--- src/rtl/roteamento_arbitrado.sv ---
// N-channel router with a registered output stage and valid/ready handshake.
// Modo=0 routes the channel chosen by SEL; Modo=1 arbitrates round-robin.
module roteamento_arbitrado #(
  parameter int unsigned N_BITS = 4,
  parameter int unsigned N_CH   = 4,
  parameter int unsigned SEL_W  = $clog2(N_CH)
) (
  input  logic                   clock,
  input  logic                   reset,
  input  logic [N_CH*N_BITS-1:0] In_Data,
  input  logic [N_CH-1:0]        In_Valid,
  output logic [N_CH-1:0]        In_Ready,
  input  logic                   Modo,
  input  logic [SEL_W-1:0]       SEL,
  output logic [N_BITS-1:0]      Saida,
  output logic                   Out_Valid,
  input  logic                   Out_Ready,
  output logic [SEL_W-1:0]       Grant
);

  logic [SEL_W-1:0]  ptr;
  logic [SEL_W-1:0]  cand;
  logic              cand_ok;
  logic              ld;
  logic              accept;
  logic [SEL_W-1:0]  next_ptr;
  logic [N_BITS-1:0] cand_data;
  int unsigned       idx;

  assign ld = !Out_Valid || Out_Ready;

  // Candidate selection: SEL in fixed mode, first valid channel from ptr onward in RR mode.
  always_comb begin
    cand    = '0;
    cand_ok = 1'b0;
    idx     = 0;
    if (!Modo) begin
      if (32'(SEL) < N_CH) begin
        cand    = SEL;
        cand_ok = 1'b1;
      end
    end else begin
      for (int unsigned i = 0; i < N_CH; i++) begin
        idx = 32'(ptr) + i;
        if (idx >= N_CH) idx = idx - N_CH;
        if (!cand_ok && In_Valid[idx]) begin
          cand    = SEL_W'(idx);
          cand_ok = 1'b1;
        end
      end
    end
  end

  always_comb begin
    In_Ready = '0;
    if (!reset && ld && cand_ok) In_Ready[cand] = 1'b1;
  end

  assign accept    = !reset && ld && cand_ok && In_Valid[cand];
  assign cand_data = In_Data[32'(cand)*N_BITS +: N_BITS];
  assign next_ptr  = (32'(cand) == N_CH - 1) ? '0 : cand + 1'b1;

  always_ff @(posedge clock or posedge reset) begin
    if (reset) begin
      Saida     <= '0;
      Out_Valid <= 1'b0;
      Grant     <= '0;
      ptr       <= '0;
    end else if (accept) begin
      Saida     <= cand_data;
      Grant     <= cand;
      Out_Valid <= 1'b1;
      if (Modo) ptr <= next_ptr;
    end else if (Out_Ready) begin
      Out_Valid <= 1'b0;
    end
  end

endmodule

--- config.mk ---
export PLATFORM = sky130hd
export DESIGN_NAME = roteamento_arbitrado
export DESIGN_NICKNAME = d
export VERILOG_FILES = /design/src/rtl/roteamento_arbitrado.sv
export SDC_FILE = /design/constraint.sdc
export NUM_CORES = 1
export LEC_CHECK = 0
export CAP_MARGIN = 5
export CORE_UTILIZATION = 40
export DETAILED_ROUTE_END_ITERATION = 16
export GPL_TIMING_DRIVEN = 1
export PLACE_DENSITY = 0.78
export SLEW_MARGIN = 10
export SYNTH_ARGS = -nofsm -noshare
export SYNTH_HDL_FRONTEND = slang
export SYNTH_SLANG_ARGS = --single-unit
--- constraint.sdc ---
create_clock -name clock -period 2.65 [get_ports clock]
set_input_delay 0.53 -clock clock [delete_from_list [all_inputs] [get_ports clock]]
set_output_delay 0.53 -clock clock [all_outputs]
set_load 0.005 [all_outputs]
==> results.md, run 1 <==
- The flow ran to the end, and the final reports show no timing, DRC or antenna violations.
- Including well taps, the total number of placed cells is 158.
- The die covers 2155 sq um.
- The routed wire length is 1965 um.
- The final count of negative-setup-slack endpoints is 0.
- The CTS root buffer is clkbuf_4.
- Summed over all instances, the cell type with the most area after synthesis is dfrtp_1.
- The first-pass GRT wire length is 3325 um.
- Counting flops and latches in the post-synthesis netlist gives 9.
- The number of nets in the final layout is 166.
- The detailed router placed 789 vias in this run.
- Global routing finished with a remaining overflow of 0.
- The clock-pin slew on the worst setup and hold paths is 0.05 ns.
- The first detailed-routing pass ran for 2 iterations.
- The mean area per synthesized cell is 10.25 sq um.
- The global-route usage over all layers is 21.45%.
- The number of core rows is 15.
- Detailed placement finished with a half-perimeter wire length of 1638 um.
- Cell internal power was estimated by the tool at 0.5919 mW.
- The power share of the clock group is 12.0%.
- The average wire length per cell after detail routing is 12.13 um.
- The cts-stage hold buffer count is 0.
- The total count of hold-check failures in the final report is 0.
- The via count of the first global-routing pass was 808.
- The CTS buffer count is 3.
- The post-detailed-route via-to-cell ratio is 4.870.
- Max-cap violations in this run came to 0.
- 37 I/O pins were placed.
- The most frequent cell after synthesis is mux2i_1.
- Static timing analysis puts the maximum clock frequency at 390.9 MHz.
- In the finished design, the share of the clock period the worst path needs comes to 96.54%.
- STA classifies the critical path endpoint as an output pin.
- After clock tree synthesis, the setup repair step added 0 buffers.
- The peak fanout along the critical path is 6.
- The number of antenna violations at the first check in global routing is 0.
- Setup repair after global routing left no endpoint under its margin.
- At the pin with the least slew margin, the transition time is 0.4760 ns.
- Ranked by total cell area, the synthesized netlist is headed by dfrtp_1 29%, mux2i_1 18%, mux2_4 9.5%.
- The number of non-filler instances in the completed layout is 162.
- The starting density of the core is 44.28%.
- The count of buffers added on input and output ports is 36.
- The area growth from synthesis to layout is 74.48%.
- The die outline width is 46.43 um.
- The most used cell along the critical path is dlygate4sd2_1.
- The area fraction of the dominant cell type after synthesis is 28.53%.
- After the first detailed-routing iteration, the DRC count stood at 5.
- Yosys printed 0 warnings.
- Traced cell by cell, the critical path runs through dlygate4sd2_1 > buf_6 > mux2i_1 > nor2_2 > nor3_2 > nand2_1 > nand2_2 > inv_2 > ha_1 > and2_1 > dlygate4sd2_1.
- CTS built an H-tree with a depth of 1.
- For this design, the slowest cell found on the critical path is dlygate4sd2_1.
- Synthesis produced a netlist with a net count of 105.
- For this design the ratio of total power to cell area is 641.1 nW/um^2.
- The net switching power is 0.2913 mW.
- For this run, the register share of the synthesized area comes to 28.53%.
- Combinational logic is responsible for 59.8% of the overall power.
- The height of the chip is 46.43 um.
- The clock drives 9 sinks.
- Summing internal, switching and leakage power gives 0.8832 mW.
- The final-report max-slew violation count is 0.
- For the worst setup path, the data arrival time is 2.03 ns.
- The share of total power in sequential cells is 28.3%.
- By startpoint and endpoint, the worst setup path is classified as primary input to output pin.
- At the end of routability-driven placement, the weighted congestion stood at 0.8598.
- The fraction of layout instances using a drive strength above 1 is 35.04%.
- In the synthesized netlist the async set-or-reset flop fraction comes to 100.0%.
- TritonCTS built the clock tree.
- On the final layout, the worst clock skew is 0.01271 ns.
- The switching power as a share of total power is 32.99%.
- The synthesized netlist occupies a cell area of 789.5 sq um.
- Ranked by instance count, the synthesized netlist is headed by 14 x mux2i_1, 9 x dfrtp_1, 5 x inv_1, 5 x mux2_4.
- After synthesis, the netlist uses 33 different library cells.
- The clock latency of the later-clocked register in the worst-skew pair is 0.27 ns.
- For this run, the leading register cell type out of synthesis is dfrtp_1.
- In the synthesized netlist, the number of instances is 77.
- The worst endpoint required time is 2.12 ns.
- STA classifies the critical path startpoint as a primary input.
- The number of antenna diodes in the final layout is 0.
- Measured against its own limit, the worst slew margin works out to 67.97%.
- In the routed design, unresolved DRC markers number 0.
- The leakage power is 0.6525 nW.
- The core region is 1783 sq um.
- The number of nets with antenna violations after routing is 0.
- The synthesized design contains 0 enable-type register cells.
- In this design, the stage delay of the slowest critical-path cell is 0.25 ns.
- The deepest clock path buffer count is 2.
- The worst-case IR drop observed on VDD is 579.2 uV.
- The time the final worst path needs with I/O delays and setup is 2.558 ns.
- Entering global routing, the biggest net connects 10 pins.
- The final-layout setup total negative slack is 0 ns.
- The path class of the tightest hold or removal check is flip-flop to flip-flop.
==> registers in the layout, indices dropped and copies added (netlist names) <==
name / cells
Saida: 4
Grant: 2
ptr: 2
Out_Valid: 1
==> final timing paths <==
check                       startpoint           to  slack, ns  cells after the start
max in group asynchronous        reset     Grant[0]       1.80                      2
min                           Grant[0]     Grant[0]       0.51                      1
min in group asynchronous        reset     Saida[2]       0.59                      2
max reg2reg                     ptr[1]     Grant[0]       0.51                      8
max                        In_Valid[0]  In_Ready[2]       0.09                     11
min reg2reg                   Grant[0]     Grant[0]       0.51                      1
==> cells by family after synthesis <==
group                      count (synthesis)  synth area share [%]
muxes                                     21                 30.11
DFF                                        9                 28.53
and+or+nand+nor                           24                 16.96
buffers and inverters                      8                 4.280
adders and majority gates                  2                 3.169
AOI/OAI and AO/OA                         13                 16.96
==> layer usage <==
layer	GRT usage, %	part of all wire, %	vias to the layer above
met5	0	0	-
met4	8.824	2.0	0
met3	3.137	7.4	4
met2	38.61	52	31
met1	24.82	38	362
li1	-	-	392
==> cells in the final DEF, fill, tap and decap left out, types with 3 or more instances in the layout <==
cell,count
nor2_1,3
inv_1,5
clkdlybuf4s50_1,27
mux2i_1,14
nand2_1,3
dfrtp_1,9
dlygate4sd2_1,7
mux2_4,5
buf_4,20
clkbuf_4,3
nand2b_1,4
==> power by group through the flow <==
stage                     sequential [mW]  clock (mW)  combinational (mW)
after floorplan                     0.247           0               0.267
after global placement              0.248           0               0.519
after detailed placement            0.250           0               0.527
after CTS                           0.250       0.108               0.533
after global routing                0.260       0.115               0.573
final                               0.250       0.106               0.528
==> critical path, delay by kind of cell <==
kind | cells | cell delay (ns)
buffers and inverters | 4 | 0.68
muxes | 1 | 0.15
and+or+nand+nor | 5 | 0.48
adders and majority gates | 1 | 0.18
==> timing repair <==
| action | CTS | global route |
|---|---|---|
| pin swaps | 5 | 0 |
| cloned | 0 | 0 |
| setup endpoints to repair | 4 | 1 |
| gates resized for setup | 18 | 1 |
==> per-stage QoR <==
stage               hold WS [ns]  setup WS (ns)  utilization, %  area [sq um]
floorplan                 0.3579         0.5242               -         789.5
finish                    0.5118        0.09162           77.26          1378
global placement          0.5018        -0.3835           74.67          1331
global route              0.5435       0.005294           77.26          1378
CTS                       0.5179        0.07376           77.05          1374
detailed placement        0.4991        -0.4044           74.67          1331
==> area by class of cell <==
cell class                      instances  area, sq um
Clock buffer                            3        22.52
Clock inverter                          1        5.005
Fill cell                             113        405.4
Inverter                                7        26.28
Multi-Input combinational cell         60        551.8
Sequential cell                         9        225.2
Tap cell                               25        31.28
Timing Repair Buffer                   57        515.5
Power figures use the tool's default switching activity.
==> inputs of run 2 (changes only) <==
CTS_CLUSTER_SIZE = 20   (was not set)
==> results of run 2 <==
The final DEF is identical to that of run 1; final timing and power are the same.
==> inputs of run 3 (changes only) <==
--- a/config.mk
+++ b/config.mk
@@ -8,3 +8,4 @@
 export CAP_MARGIN = 5
-export CORE_UTILIZATION = 40
+export CORE_MARGIN = 1
+export CORE_UTILIZATION = 36
 export CTS_CLUSTER_SIZE = 20
@@ -12,3 +13,3 @@
 export GPL_TIMING_DRIVEN = 1
-export PLACE_DENSITY = 0.78
+export PLACE_DENSITY = 0.74
 export SLEW_MARGIN = 10
==> constraint.sdc (replaced) <==
create_clock -name clock -period 2.3 [get_ports clock]
set_input_delay 0.345 -clock clock [delete_from_list [all_inputs] [get_ports clock]]
set_output_delay 0.345 -clock clock [all_outputs]
set_load 0.005 [all_outputs]
==> results.md, run 3 (same netlist as run 1, synthesis figures left out) <==
- The quantity of I/O buffers inserted on ports was 36 (unchanged).
- The CTS buffer count is 3 (unchanged).
- The core occupancy in the finished layout is 72.88% (-4.4 points).
- The register with the highest flop count is Saida.
- The clock-pin slew on the worst setup and hold paths was 0.06 ns (about the same).
- The final count of negative-setup-slack endpoints is 0 (unchanged).
- The actual slew at the worst max-slew pin is 0.4062 ns (-0.06986 ns).
- From synthesis to final layout, the design area changed by 84.79%.
- The TritonCTS sink count was 9 (unchanged).
- The count of inserted antenna diode cells is 0 (unchanged).
- The via count of the first global-routing pass was 931 (+15%).
- The largest registers in the layout are Saida: 4 flops, Grant: 2 flops, ptr: 2 flops.
- The worst setup path is of the flip-flop to output pin kind.
- The final setup skew is 0.003436 ns (-0.009276 ns).
- The post-detailed-route via-to-cell ratio is 4.925 (+1.1%).
- The largest net degree at the start of global routing is 10 (unchanged).
- The deepest clock path buffer count was 2 (unchanged).
- The final setup slack of the worst path is 0.08258 ns (-0.009040 ns).
- The core footprint came to 2002 sq um (+12%).
- The share of the cycle needed by the critical path after routing is 96.41%.
- The detailed-route via count came to 857 (+8.6%).
- The height of the chip is 48.83 um (+5.2%).
- The remaining global-route overflow was 0 (unchanged).
- The global-route usage over all layers is 22.75% (+1.3 points).
- The leakage power is 0.7025 nW (+7.7%).
- The final-report max-slew violation count is 0 (unchanged).
- The number of nets in the final layout came to 176 (+6.0%).
- The upper clock frequency limit is 451.0 MHz.
- The worst endpoint required time is 1.96 ns (-0.16 ns).
- The total power after layout is 1.099 mW (+24%).
- The hold slack is 0.4674 ns (-0.04440 ns).
- The peak fanout along the critical path came to 4 (-2).
- The die footprint is 2384 sq um (+11%).
- The worst setup path is launched from a flip-flop.
- The worst slack at placement is -0.4390 ns (-0.03460 ns).
- The detailed-router iteration count before antenna repair was 2 (unchanged).
- The time the final worst path needs with I/O delays and setup is 2.217 ns.
- The cts-stage hold buffer count came to 0 (unchanged).
- The worst supply voltage drop on vdd is 554.2 uV (-4.3%).
- The top cell types in the final layout, fill and taps aside, are 29 x buf_4, 27 x clkdlybuf4s50_1, 13 x mux2i_1, 8 x dfrtp_1.
- The run finished with clean final reports.
- The number of I/O pins is 37 (unchanged).
- The arrival time at the worst endpoint is 1.87 ns (-0.16 ns).
- The final weighted congestion of routability-driven global placement is 0.8353 (-2.8%).
- The category of the worst setup path capture point is an output pin.
- The clock latency of the later-clocked register in the worst-skew pair is 0.26 ns (about the same).
- The starting density of the core is 39.44% (-4.8 points).
- Leaving out fill and tap cells, the most frequent cell in the layout is buf_4.
- The number of DRC markers in iteration 0 is 5 (unchanged).
- The number of nets with antenna violations after routing is 0 (unchanged).
- The tree is rooted in a clkbuf_4.
- The areal power density over the cells is 753.6 nW/um^2 (+18%).
- The min-delay analysis places its worst path in the category primary input to async pin.
- The average wire length per cell after detail routing is 13.56 um (+12%).
- The die outline width is 48.83 um (+5.2%).
- The max-capacitance violation count is 0 (unchanged).
- The routed wire length is 2360 um (+20%).
- The number of antenna violations at the first check in global routing came to 0 (unchanged).
- The fraction of layout instances using a drive strength above 1 is 43.54% (+8.5 points).
- The first-pass GRT wire length came to 4126 um (+24%).
- The headroom to the max-slew limit is 72.69% (+4.7 points).
- The number of core rows is 16 (+1).
- The total count of hold-check failures in the final report is 0 (unchanged).
- The post-detailed-route DRC marker count came to 0 (unchanged).
- The flip-flop count of the largest register, all copies and words added came to 4 (unchanged).
- TritonCTS built the clock tree.
- The HPWL after detailed placement came to 1788 um (+9.2%).
- The maximum level of the CTS H-tree is 1 (unchanged).
==> run 3: changes by cell type in the layout (fill, tap and decap cells not counted), moves of 2 or more <==
cell,delta
dlygate4sd2_1,-3
ha_2,+2
ha_1,-2
clkbuf_2,+2
buf_4,+9
and2_1,-2
clkdlybuf4s15_2,-2
and2_4,+2
buf_2,+2
==> run 3: cell type report <==
type	count	area, sq um
Clock buffer	4	26.28
Fill cell	165	543.0
Inverter	7	26.28
Multi-Input combinational cell	60	570.5
Sequential cell	9	226.5
Tap cell	27	33.78
Timing Repair Buffer	67	575.6
==> run 3: critical path, cell delays in order, from the launching register on <==
cell	delay, ns
dfrtp_2	0.40
mux2i_2	0.23
nor2_2	0.08
nor3_2	0.17
nand2_1	0.08
nand2_2	0.10
buf_6	0.11
inv_2	0.04
ha_2	0.17
and2_4	0.13
clkbuf_2	0.10
==> run 3: worst paths after layout <==
kind	startpoint	to	slack, ns	cells past startpoint
worst min register to register	Grant[0]	Grant[0]	0.51	1
worst max register to register	ptr[1]	Saida[1]	0.13	7
worst min-delay path	reset	Saida[0]	0.47	2
worst max-delay path	ptr[1]	In_Ready[2]	0.08	10
max in group asynchronous	reset	ptr[1]	1.58	2
min in group clock	Grant[0]	Grant[0]	0.51	1
==> run 3: power by group <==
part,leakage (nW),total (mW),internal (mW),switching (mW)
sequential,0.104,0.289,0.233,0.0564
combinational,0.584,0.694,0.442,0.252
clock,0.0150,0.116,0.0665,0.0499
==> run 3: per-stage QoR <==
stage	cell area [sq um]	cells	TNS (ns)
2_1_floorplan	789.5	77	0
3_3_place_gp	1364	164	-2.930
3_5_place_dp	1364	164	-3.061
4_1_cts	1434	173	-0.02452
5_1_grt	1459	174	-0.001496
6_report	1459	174	0
==> run 3: per-layer routing <==
metal	track usage (%)	share of wire, %	up-vias
li1	-	-	417
met1	24.76	38	392
met2	39.81	53	38
met3	4.361	5.3	10
met4	15.20	4.4	0
met5	0	0	-
==> run 3: timing repair <==
item                                    CTS  global route
endpoints found under the setup margin    9             4
resized for setup                        18            15
pin swaps                                 5             6
setup buffers                             5             2
